===== src/rtl/key_scan_pkg.sv =====
// Shared key definitions for the push-button scanner and the key controller.
//   KEY_W          : width of the one-hot key bus
//   KEY_*          : one-hot key codes (bit4 MENU .. bit0 DOWN)
//   key_state_e    : scanner FSM state encoding
//   is_onehot      : true when exactly one bit of a key vector is set
package key_scan_pkg;

  localparam int unsigned KEY_W = 5;

  localparam logic [KEY_W-1:0] KEY_NONE   = 5'b00000;
  localparam logic [KEY_W-1:0] KEY_MENU   = 5'b10000;
  localparam logic [KEY_W-1:0] KEY_SET    = 5'b01000;
  localparam logic [KEY_W-1:0] KEY_CANCEL = 5'b00100;
  localparam logic [KEY_W-1:0] KEY_UP     = 5'b00010;
  localparam logic [KEY_W-1:0] KEY_DOWN   = 5'b00001;

  typedef enum logic [1:0] {
    ST_IDLE     = 2'd0,
    ST_DEBOUNCE = 2'd1,
    ST_PRESSED  = 2'd2,
    ST_RELEASE  = 2'd3
  } key_state_e;

  function automatic logic is_onehot(input logic [KEY_W-1:0] v);
    return (v != KEY_NONE) && ((v & (v - KEY_W'(1))) == KEY_NONE);
  endfunction

endpackage


===== src/rtl/key_scan_sync.sv =====
// Two-flop synchronizer for the raw push-button lines; resets to all-ones
// so that every button reads as released coming out of reset.
//   CLK, RESETN : clock, synchronous active-low reset
//   d_i         : asynchronous active-low buttons
//   q_o         : synchronized buttons (still active-low)
module key_sync
  import key_scan_pkg::*;
(
  input  logic             CLK,
  input  logic             RESETN,
  input  logic [KEY_W-1:0] d_i,
  output logic [KEY_W-1:0] q_o
);

  logic [KEY_W-1:0] meta_q;
  logic [KEY_W-1:0] sync_q;

  always_ff @(posedge CLK) begin
    if (!RESETN) begin
      meta_q <= '1;
      sync_q <= '1;
    end else begin
      meta_q <= d_i;
      sync_q <= meta_q;
    end
  end

  assign q_o = sync_q;

endmodule


===== src/rtl/key_scan.sv =====
// Debounced 5-key push-button scanner with auto-repeat on UP/DOWN.
//   CLK, RESETN : clock, synchronous active-low reset
//   BTN_N       : raw active-low buttons (MENU, SET, CANCEL, UP, DOWN)
//   KEY         : debounced one-hot level of the accepted key
//   KEY_PULSE   : one-cycle strobe per accepted press and per auto-repeat
//   BUSY        : scanner is not idle
module key_scan
  import key_scan_pkg::*;
#(
  parameter int unsigned DEB_CYCLES   = 20000,
  parameter int unsigned REPEAT_DELAY = 10000000,
  parameter int unsigned REPEAT_RATE  = 2000000
) (
  input  logic             CLK,
  input  logic             RESETN,
  input  logic [KEY_W-1:0] BTN_N,
  output logic [KEY_W-1:0] KEY,
  output logic [KEY_W-1:0] KEY_PULSE,
  output logic             BUSY
);

  localparam int unsigned MAX_AB = (DEB_CYCLES > REPEAT_DELAY) ? DEB_CYCLES : REPEAT_DELAY;
  localparam int unsigned MAX_P  = (MAX_AB > REPEAT_RATE) ? MAX_AB : REPEAT_RATE;
  localparam int unsigned CNT_W  = $clog2(MAX_P) + 1;

  localparam logic [CNT_W-1:0] DEB_LAST   = CNT_W'((DEB_CYCLES   == 0) ? 0 : DEB_CYCLES - 1);
  localparam logic [CNT_W-1:0] DELAY_LAST = CNT_W'((REPEAT_DELAY == 0) ? 0 : REPEAT_DELAY - 1);
  localparam logic [CNT_W-1:0] RATE_LAST  = CNT_W'((REPEAT_RATE  == 0) ? 0 : REPEAT_RATE - 1);
  localparam logic             REP_EN     = (REPEAT_DELAY != 0);

  // Counters hold at all-ones rather than wrapping.
  function automatic logic [CNT_W-1:0] sat_inc(input logic [CNT_W-1:0] v);
    return (v == {CNT_W{1'b1}}) ? v : v + CNT_W'(1);
  endfunction

  logic [KEY_W-1:0] btn_sync;
  logic [KEY_W-1:0] raw_c;

  key_state_e       state_q, state_d;
  logic [CNT_W-1:0] cnt_q, cnt_d;
  logic [CNT_W-1:0] rcnt_q, rcnt_d;
  logic             rep_phase_q, rep_phase_d;
  logic [KEY_W-1:0] cand_q, cand_d;
  logic [KEY_W-1:0] key_q, key_d;
  logic [KEY_W-1:0] pulse_q, pulse_d;
  logic             busy_q, busy_d;
  logic             rep_key_c;
  logic [CNT_W-1:0] rep_last_c;

  key_sync u_sync (
    .CLK    (CLK),
    .RESETN (RESETN),
    .d_i    (BTN_N),
    .q_o    (btn_sync)
  );

  assign raw_c      = ~btn_sync;
  assign rep_key_c  = REP_EN && ((cand_q == KEY_UP) || (cand_q == KEY_DOWN));
  // First repeat waits REPEAT_DELAY, later ones REPEAT_RATE.
  assign rep_last_c = rep_phase_q ? RATE_LAST : DELAY_LAST;

  // State and output registers.
  always_ff @(posedge CLK) begin
    if (!RESETN) begin
      state_q     <= ST_IDLE;
      cnt_q       <= '0;
      rcnt_q      <= '0;
      rep_phase_q <= 1'b0;
      cand_q      <= KEY_NONE;
      key_q       <= KEY_NONE;
      pulse_q     <= KEY_NONE;
      busy_q      <= 1'b0;
    end else begin
      state_q     <= state_d;
      cnt_q       <= cnt_d;
      rcnt_q      <= rcnt_d;
      rep_phase_q <= rep_phase_d;
      cand_q      <= cand_d;
      key_q       <= key_d;
      pulse_q     <= pulse_d;
      busy_q      <= busy_d;
    end
  end

  // Next-state and next-output logic.
  always_comb begin
    state_d     = state_q;
    cnt_d       = cnt_q;
    rcnt_d      = rcnt_q;
    rep_phase_d = rep_phase_q;
    cand_d      = cand_q;
    key_d       = KEY_NONE;
    pulse_d     = KEY_NONE;

    unique case (state_q)
      ST_IDLE: begin
        if (is_onehot(raw_c)) begin
          cand_d  = raw_c;
          cnt_d   = '0;
          state_d = ST_DEBOUNCE;
        end
      end
      ST_DEBOUNCE: begin
        if (raw_c != cand_q) begin
          state_d = ST_IDLE;
        end else if (cnt_q == DEB_LAST) begin
          state_d     = ST_PRESSED;
          key_d       = cand_q;
          pulse_d     = cand_q;
          rcnt_d      = '0;
          rep_phase_d = 1'b0;
        end else begin
          cnt_d = sat_inc(cnt_q);
        end
      end
      ST_PRESSED: begin
        if (raw_c != cand_q) begin
          state_d = ST_RELEASE;
          cnt_d   = '0;
        end else begin
          key_d = cand_q;
          if (rep_key_c) begin
            if (rcnt_q == rep_last_c) begin
              pulse_d     = cand_q;
              rcnt_d      = '0;
              rep_phase_d = 1'b1;
            end else begin
              rcnt_d = sat_inc(rcnt_q);
            end
          end
        end
      end
      ST_RELEASE: begin
        if (raw_c != KEY_NONE) begin
          cnt_d = '0;
        end else if (cnt_q == DEB_LAST) begin
          state_d = ST_IDLE;
        end else begin
          cnt_d = sat_inc(cnt_q);
        end
      end
      default: state_d = ST_IDLE;
    endcase

    busy_d = (state_d != ST_IDLE);
  end

  assign KEY       = key_q;
  assign KEY_PULSE = pulse_q;
  assign BUSY      = busy_q;

endmodule


===== config.mk =====
export PLATFORM = sky130hd
export DESIGN_NAME = key_scan
export DESIGN_NICKNAME = d
export VERILOG_FILES = /design/src/rtl/key_scan_pkg.sv /design/src/rtl/key_scan_sync.sv /design/src/rtl/key_scan.sv
export SDC_FILE = /design/constraint.sdc
export NUM_CORES = 1
export LEC_CHECK = 0
export CAP_MARGIN = 5
export CORE_MARGIN = 5
export CORE_UTILIZATION = 55
export DETAILED_ROUTE_END_ITERATION = 12
export GPL_TIMING_DRIVEN = 0
export PLACE_DENSITY = 0.72
export SYNTH_ARGS = -nofsm -noshare
export SYNTH_HDL_FRONTEND = slang
export SYNTH_SLANG_ARGS = --single-unit

===== constraint.sdc =====
create_clock -name CLK -period 2.1 [get_ports CLK]
set_input_delay 0.525 -clock CLK [delete_from_list [all_inputs] [get_ports CLK]]
set_output_delay 0.525 -clock CLK [all_outputs]
set_load 0.05 [all_outputs]

After elaboration in Yosys (flattened, before gate mapping)
Cells that the tools add are included.

$add $sub $neg: 3. Multiply operators: 0. Divide/modulo/power cells: 0. Magnitude comparators: 0. Equality and inequality tests: 18. Shift-type cells: 0. Muxes and demuxes: 36. Bitwise gates (word level): 2. Reduce and logical (&&, ||, !) cells: 11.

Operators by type and width (count): 2-to-1 mux 25 bit (12); one-hot mux 25 bit (4 select lines) (1); adder 25 x 1 -> 25 bit (second input constant) (2); equality test 25 bit (second input constant) (2); one-hot mux 25 bit (2 select lines) (1); 2-to-1 mux 5 bit (6); equality test 25 x 15 -> 1 bit (second input constant) (1); equality test 25 x 24 -> 1 bit (1); 2-to-1 mux 24 bit (1); one-hot mux 5 bit (2 select lines) (2); inequality test 2 bit (second input constant) (7); 2-to-1 mux 2 bit (6); AND reduction 6 bit (2); one-hot mux 2 bit (4 select lines) (1); AND 5 bit (1); equality test 5 x 1 -> 1 bit (second input constant) (1); equality test 5 x 2 -> 1 bit (second input constant) (1); logical NOT 5 bit (1); 2-to-1 mux 1 bit (5); inequality test 5 bit (1); inverter 5 bit (1); nonzero test 5 bit (1); subtractor 5 x 1 -> 5 bit (second input constant) (1); equality test 2 bit (second input constant) (2); other kinds (9) (10).

Register bits: 79. Bits in latches: 0. Memory bits (writable): 0. ROM bits: 0. Bits of input ports: 7. Logic and storage cells: 80. Memories kept: 0.

Depth between registers and ports, before layout
Word-level depth: 8. Mapped depth: 10. Depth with buffers taken out: 8.

Hierarchy
A second synthesis with hierarchy kept.

Cells, all modules: 486. Area total of the unflattened synthesis: 4023.9 um^2.

Modules (own cells, without submodules): key_scan (instances 1, cells each 466, area each 3761.1 um^2, seq. area each 1381.3 um^2); key_sync (instances 1, cells each 20, area each 262.8 um^2, seq. area each 200.2 um^2).

Worst setup path before layout
No wires, ideal clock.

Path type: register to register. From: reg cnt_q[0]. To: reg rcnt_q[6]. Arrival time: 2084 ps. Slack: -58 ps. Cell stages (with the launch flop): 8. Buffers on the path: 0. Cell sequence: dfxtp_1 > ha_1 > and4_1 > nand4_1 > or2_4 > a221oi_4 > or4b_1 > a31oi_1.

Cells in the longest elaborated chain, start to end: 3.

Ends and longest elaborated chain: from (decl) (line key_scan.sv:40) `logic [CNT_W-1:0] cnt_q, cnt_d;`; from (signal assigned) (line key_scan.sv:75) `cnt_q <= cnt_d;`; equality test 25 x 15 -> 1 bit (line key_scan.sv:106) `end else if (cnt_q == DEB_LAST) begin`; inequality test 2 bit (no line); AND reduction 6 bit (no line); to (signal assigned) (line key_scan.sv:76) `rcnt_q <= rcnt_d;`; to (decl) (line key_scan.sv:41) `logic [CNT_W-1:0] rcnt_q, rcnt_d;`.

No other way between the ends. A chain may end at the register's enable or synchronous reset.

Final worst setup path
Ends and elaborated chain as after synthesis.

==> run_summary.xml <==
<?xml version="1.0" encoding="UTF-8"?>
<metrics>
  <group name="outcome">
    <metric name="outcome" unit="">finished, violations left</metric>
    <metric name="violations_in_the_final_reports" unit="">negative setup slack</metric>
  </group>
  <group name="yosys">
    <metric name="asyncSetResetFlopFracSynth" unit="">0</metric>
    <metric name="postSynthNetCount" unit="">512</metric>
    <metric name="post_synthesis_cell_area" unit="µm²">4140</metric>
    <metric name="avgSynthCellArea" unit="µm²">8.30</metric>
    <metric name="synth_warnings" unit="">0</metric>
    <metric name="synth-main-ff-cell" unit="">sky130_fd_sc_hd__dfxtp_1</metric>
    <metric name="synth.lib_cells_used.distinct" unit="">55</metric>
    <metric name="ys_ff_latch" unit="">79</metric>
    <metric name="post_synth_edffs" unit="">0</metric>
    <metric name="synth-seq-area-share" unit="">0.382</metric>
    <metric name="netlist_instances" unit="">498</metric>
  </group>
  <group name="sta">
    <metric name="slew_violations" unit="">0</metric>
    <metric name="fin_worst_skew" unit="ns">0.0115</metric>
    <metric name="min_period_over_period" unit="">1.03</metric>
    <metric name="hold_violations" unit="">0</metric>
    <metric name="period_minus_slack" unit="ns">2.15</metric>
    <metric name="maxSlewHeadroom" unit="">0.572</metric>
    <metric name="rsz_0062_raised_after_global_routing" unit="">true</metric>
    <metric name="final.setup.tns" unit="ns">-0.109</metric>
    <metric name="achievable-frequency" unit="MHz">464</metric>
    <metric name="timing_worst_slew_pin_value" unit="ns">0.642</metric>
    <metric name="endpoints_failing_setup" unit="">6</metric>
    <metric name="final.setup.worst_slack" unit="ns">-0.0548</metric>
  </group>
  <group name="clocking">
    <metric name="cts.hold.buffers_added" unit="">0</metric>
    <metric name="clockRootBuffer" unit="">sky130_fd_sc_hd__clkbuf_8</metric>
    <metric name="tritoncts_num_sinks" unit="">79</metric>
    <metric name="worstSkewPairLatency" unit="ns">0.36</metric>
    <metric name="h-tree-depth" unit="">3</metric>
    <metric name="cts_tree" unit="">yes</metric>
    <metric name="tritoncts.num_buffers" unit="">9</metric>
    <metric name="cts.clk_slew.worst_paths" unit="ns">0.08</metric>
    <metric name="max-clock-path-buffers" unit="">2</metric>
  </group>
  <group name="place">
    <metric name="post-place-cells" unit="">614</metric>
    <metric name="port_buffers" unit="">17</metric>
    <metric name="half_perimeter_wire_length_of_the_detailed_placement_result" unit="µm">7340</metric>
    <metric name="preCtsSetupSlack" unit="ns">-0.719</metric>
    <metric name="globalplace.congestion" unit="">0.907</metric>
  </group>
  <group name="global_route">
    <metric name="grt_residual_overflow" unit="">0</metric>
    <metric name="first_global_vias" unit="">3926</metric>
    <metric name="grt_max_degree" unit="">13</metric>
    <metric name="global_route_wire_length_before_repair" unit="µm">18500</metric>
    <metric name="grt_use_total" unit="">0.236</metric>
    <metric name="grt_antenna_before_repair" unit="">0</metric>
  </group>
  <group name="final_layout">
    <metric name="syn_to_final_growth" unit="%">32.0</metric>
    <metric name="final_cell_count_no_fill" unit="">657</metric>
    <metric name="post-route-util" unit="">0.749</metric>
    <metric name="post_route_cells_drive_above_1_share" unit="">0.297</metric>
    <metric name="layout.nets" unit="">569</metric>
    <metric name="diodes" unit="">0</metric>
    <metric name="n_fill_cell" unit="">540</metric>
    <metric name="mostFrequentLayoutCells" unit="">sky130_fd_sc_hd__dfxtp_1, sky130_fd_sc_hd__nand2_1, sky130_fd_sc_hd__buf_4</metric>
  </group>
  <group name="routing">
    <metric name="drt_iter0_markers" unit="">307</metric>
    <metric name="wl_per_cell" unit="µm">18.3</metric>
    <metric name="detail_route.wirelength" unit="µm">12000</metric>
    <metric name="antenna_violating_nets_post_route" unit="">0</metric>
    <metric name="route.detailed.vias_per_inst" unit="">6.32</metric>
    <metric name="drt_drc_violations_left" unit="">0</metric>
    <metric name="drt_pass1_iterations" unit="">5</metric>
    <metric name="route.vias.total" unit="">4150</metric>
  </group>
  <group name="hold_path">
    <metric name="min-delay-start" unit="">u_sync.meta_q[1]</metric>
    <metric name="timing.hold.worst.class" unit="">reg2reg</metric>
  </group>
  <group name="job">
    <metric name="cap_violations" unit="">0</metric>
  </group>
  <group name="floorplan">
    <metric name="die-area" unit="µm²">9350</metric>
    <metric name="die_width" unit="µm">96.7</metric>
    <metric name="die_y" unit="µm">96.7</metric>
    <metric name="design.core.area" unit="µm²">7290</metric>
    <metric name="boundaryPins" unit="">18</metric>
    <metric name="initial_core_utilization" unit="">0.567</metric>
    <metric name="fp-row-count" unit="">31</metric>
  </group>
  <group name="power">
    <metric name="powerDensity" unit="nW/µm²">834</metric>
    <metric name="max-vdd-ir-drop" unit="mV">0.420</metric>
    <metric name="power" unit="mW">4.55</metric>
    <metric name="power_leakage" unit="nW">1.75</metric>
  </group>
  <group name="setup_path">
    <metric name="critPathLaunch" unit="">cnt_q[0]</metric>
    <metric name="timing_worst_setup_path_type" unit="">reg2reg</metric>
    <metric name="cp_data_arrival_time" unit="ns">2.44</metric>
    <metric name="crit_required" unit="ns">2.38</metric>
    <metric name="critical_path.max_fanout" unit="">3</metric>
    <metric name="start_kind" unit="">flop</metric>
    <metric name="worstSetupEndpointType" unit="">flop</metric>
    <metric name="regToRegStartpoint" unit="">cnt_q[0]</metric>
  </group>
</metrics>
[critical path, cell delays in order, from the launching register on]
cell                       delay (ns)
sky130_fd_sc_hd__dfxtp_4         0.37
sky130_fd_sc_hd__ha_4            0.14
sky130_fd_sc_hd__and4_4          0.22
sky130_fd_sc_hd__nand4_1         0.12
sky130_fd_sc_hd__or2_4           0.29
sky130_fd_sc_hd__a221oi_4        0.32
sky130_fd_sc_hd__or4b_1          0.46
sky130_fd_sc_hd__a31oi_1         0.16
[kinds of logic after synthesis]
kind of cell / share of synthesized area
AO/OA/AOI/OAI: 0.200
XOR/XNOR: 0.0169
multiplexers: 0.00756
buffers and inverters: 0.0405
AND/OR/NAND/NOR: 0.331
adder cells (fa/ha/maj): 0.0212
flip-flops: 0.382
[path summary, 6_finish.rpt]
check / slack (ns) / to / depth (start not counted)
worst min register to register: 0.41 / u_sync.q_o[1] / 1
worst max-delay path: -0.05 / rcnt_q[6] / 7
worst max register to register: -0.05 / rcnt_q[6] / 7
worst min-delay path: 0.41 / u_sync.q_o[1] / 1
[registers in the layout (all words and copies together), names as in the netlist]
register,count
BUSY,1
KEY,5
KEY_PULSE,5
cand_q,5
cnt_q,25
rcnt_q,25
rep_phase_q,1
state_q,2
u_sync.meta_q,5
u_sync.q_o,5
[cells in the mapped netlist, types with 15 or more instances]
cell type                  count  area share
sky130_fd_sc_hd__nand4_1      20       0.030
sky130_fd_sc_hd__a21oi_1      45       0.054
sky130_fd_sc_hd__nand2_1      54       0.049
sky130_fd_sc_hd__nand2b_1     21       0.032
sky130_fd_sc_hd__nor2_1       16       0.015
sky130_fd_sc_hd__clkbuf_1     15       0.014
sky130_fd_sc_hd__o31ai_1      19       0.034
sky130_fd_sc_hd__nand3_1      27       0.033
sky130_fd_sc_hd__and2_1       17       0.026
sky130_fd_sc_hd__dfxtp_1      79        0.38
sky130_fd_sc_hd__or4_1        19       0.034
[per-stage QoR]
| stage | hold WS (ns) | cell area (µm²) |
|---|---|---|
| floorplan | 0.386 | 4140 |
| global placement | 0.392 | 4430 |
| detailed placement | 0.395 | 4430 |
| CTS | 0.412 | 5030 |
| global route | 0.432 | 5460 |
| finish | 0.409 | 5460 |
[what timing repair did]
item	4_1_cts	5_1_grt
gates cloned	1	0
setup endpoints to repair	56	58
setup buffers	17	12
pin swaps	14	22
resized for setup	62	98
[cell type report]
| cell class | count | area [µm²] | share of cell area |
|---|---|---|---|
| multi-input cells | 379 | 2830 | 0.518 |
| flip-flops and latches | 79 | 1630 | 0.298 |
| repair buffers | 47 | 403 | 0.0738 |
| plain buffers | 28 | 203 | 0.0371 |
| clock buffers | 10 | 138 | 0.0252 |
| well taps | 99 | 124 | 0.0227 |
| clock inverters | 4 | 95.1 | 0.0174 |
| inverters | 11 | 45.0 | 0.00825 |
[metal layers]
layer	up-vias	track usage	wire length, µm
met2	177	0.389	6050
met3	31	0.0518	767
met4	0	0.0961	220
li1	1973	-	-
met5	-	0	0
met1	1969	0.300	4970
[report_power, final]
group	switching, mW	total, mW	internal [mW]
logic	0.993	1.58	0.590
registers	0.0542	1.62	1.56
clock network	0.545	1.35	0.807
total	1.59	4.55	2.96
Note: power is estimated with default switching activity, not from simulation.
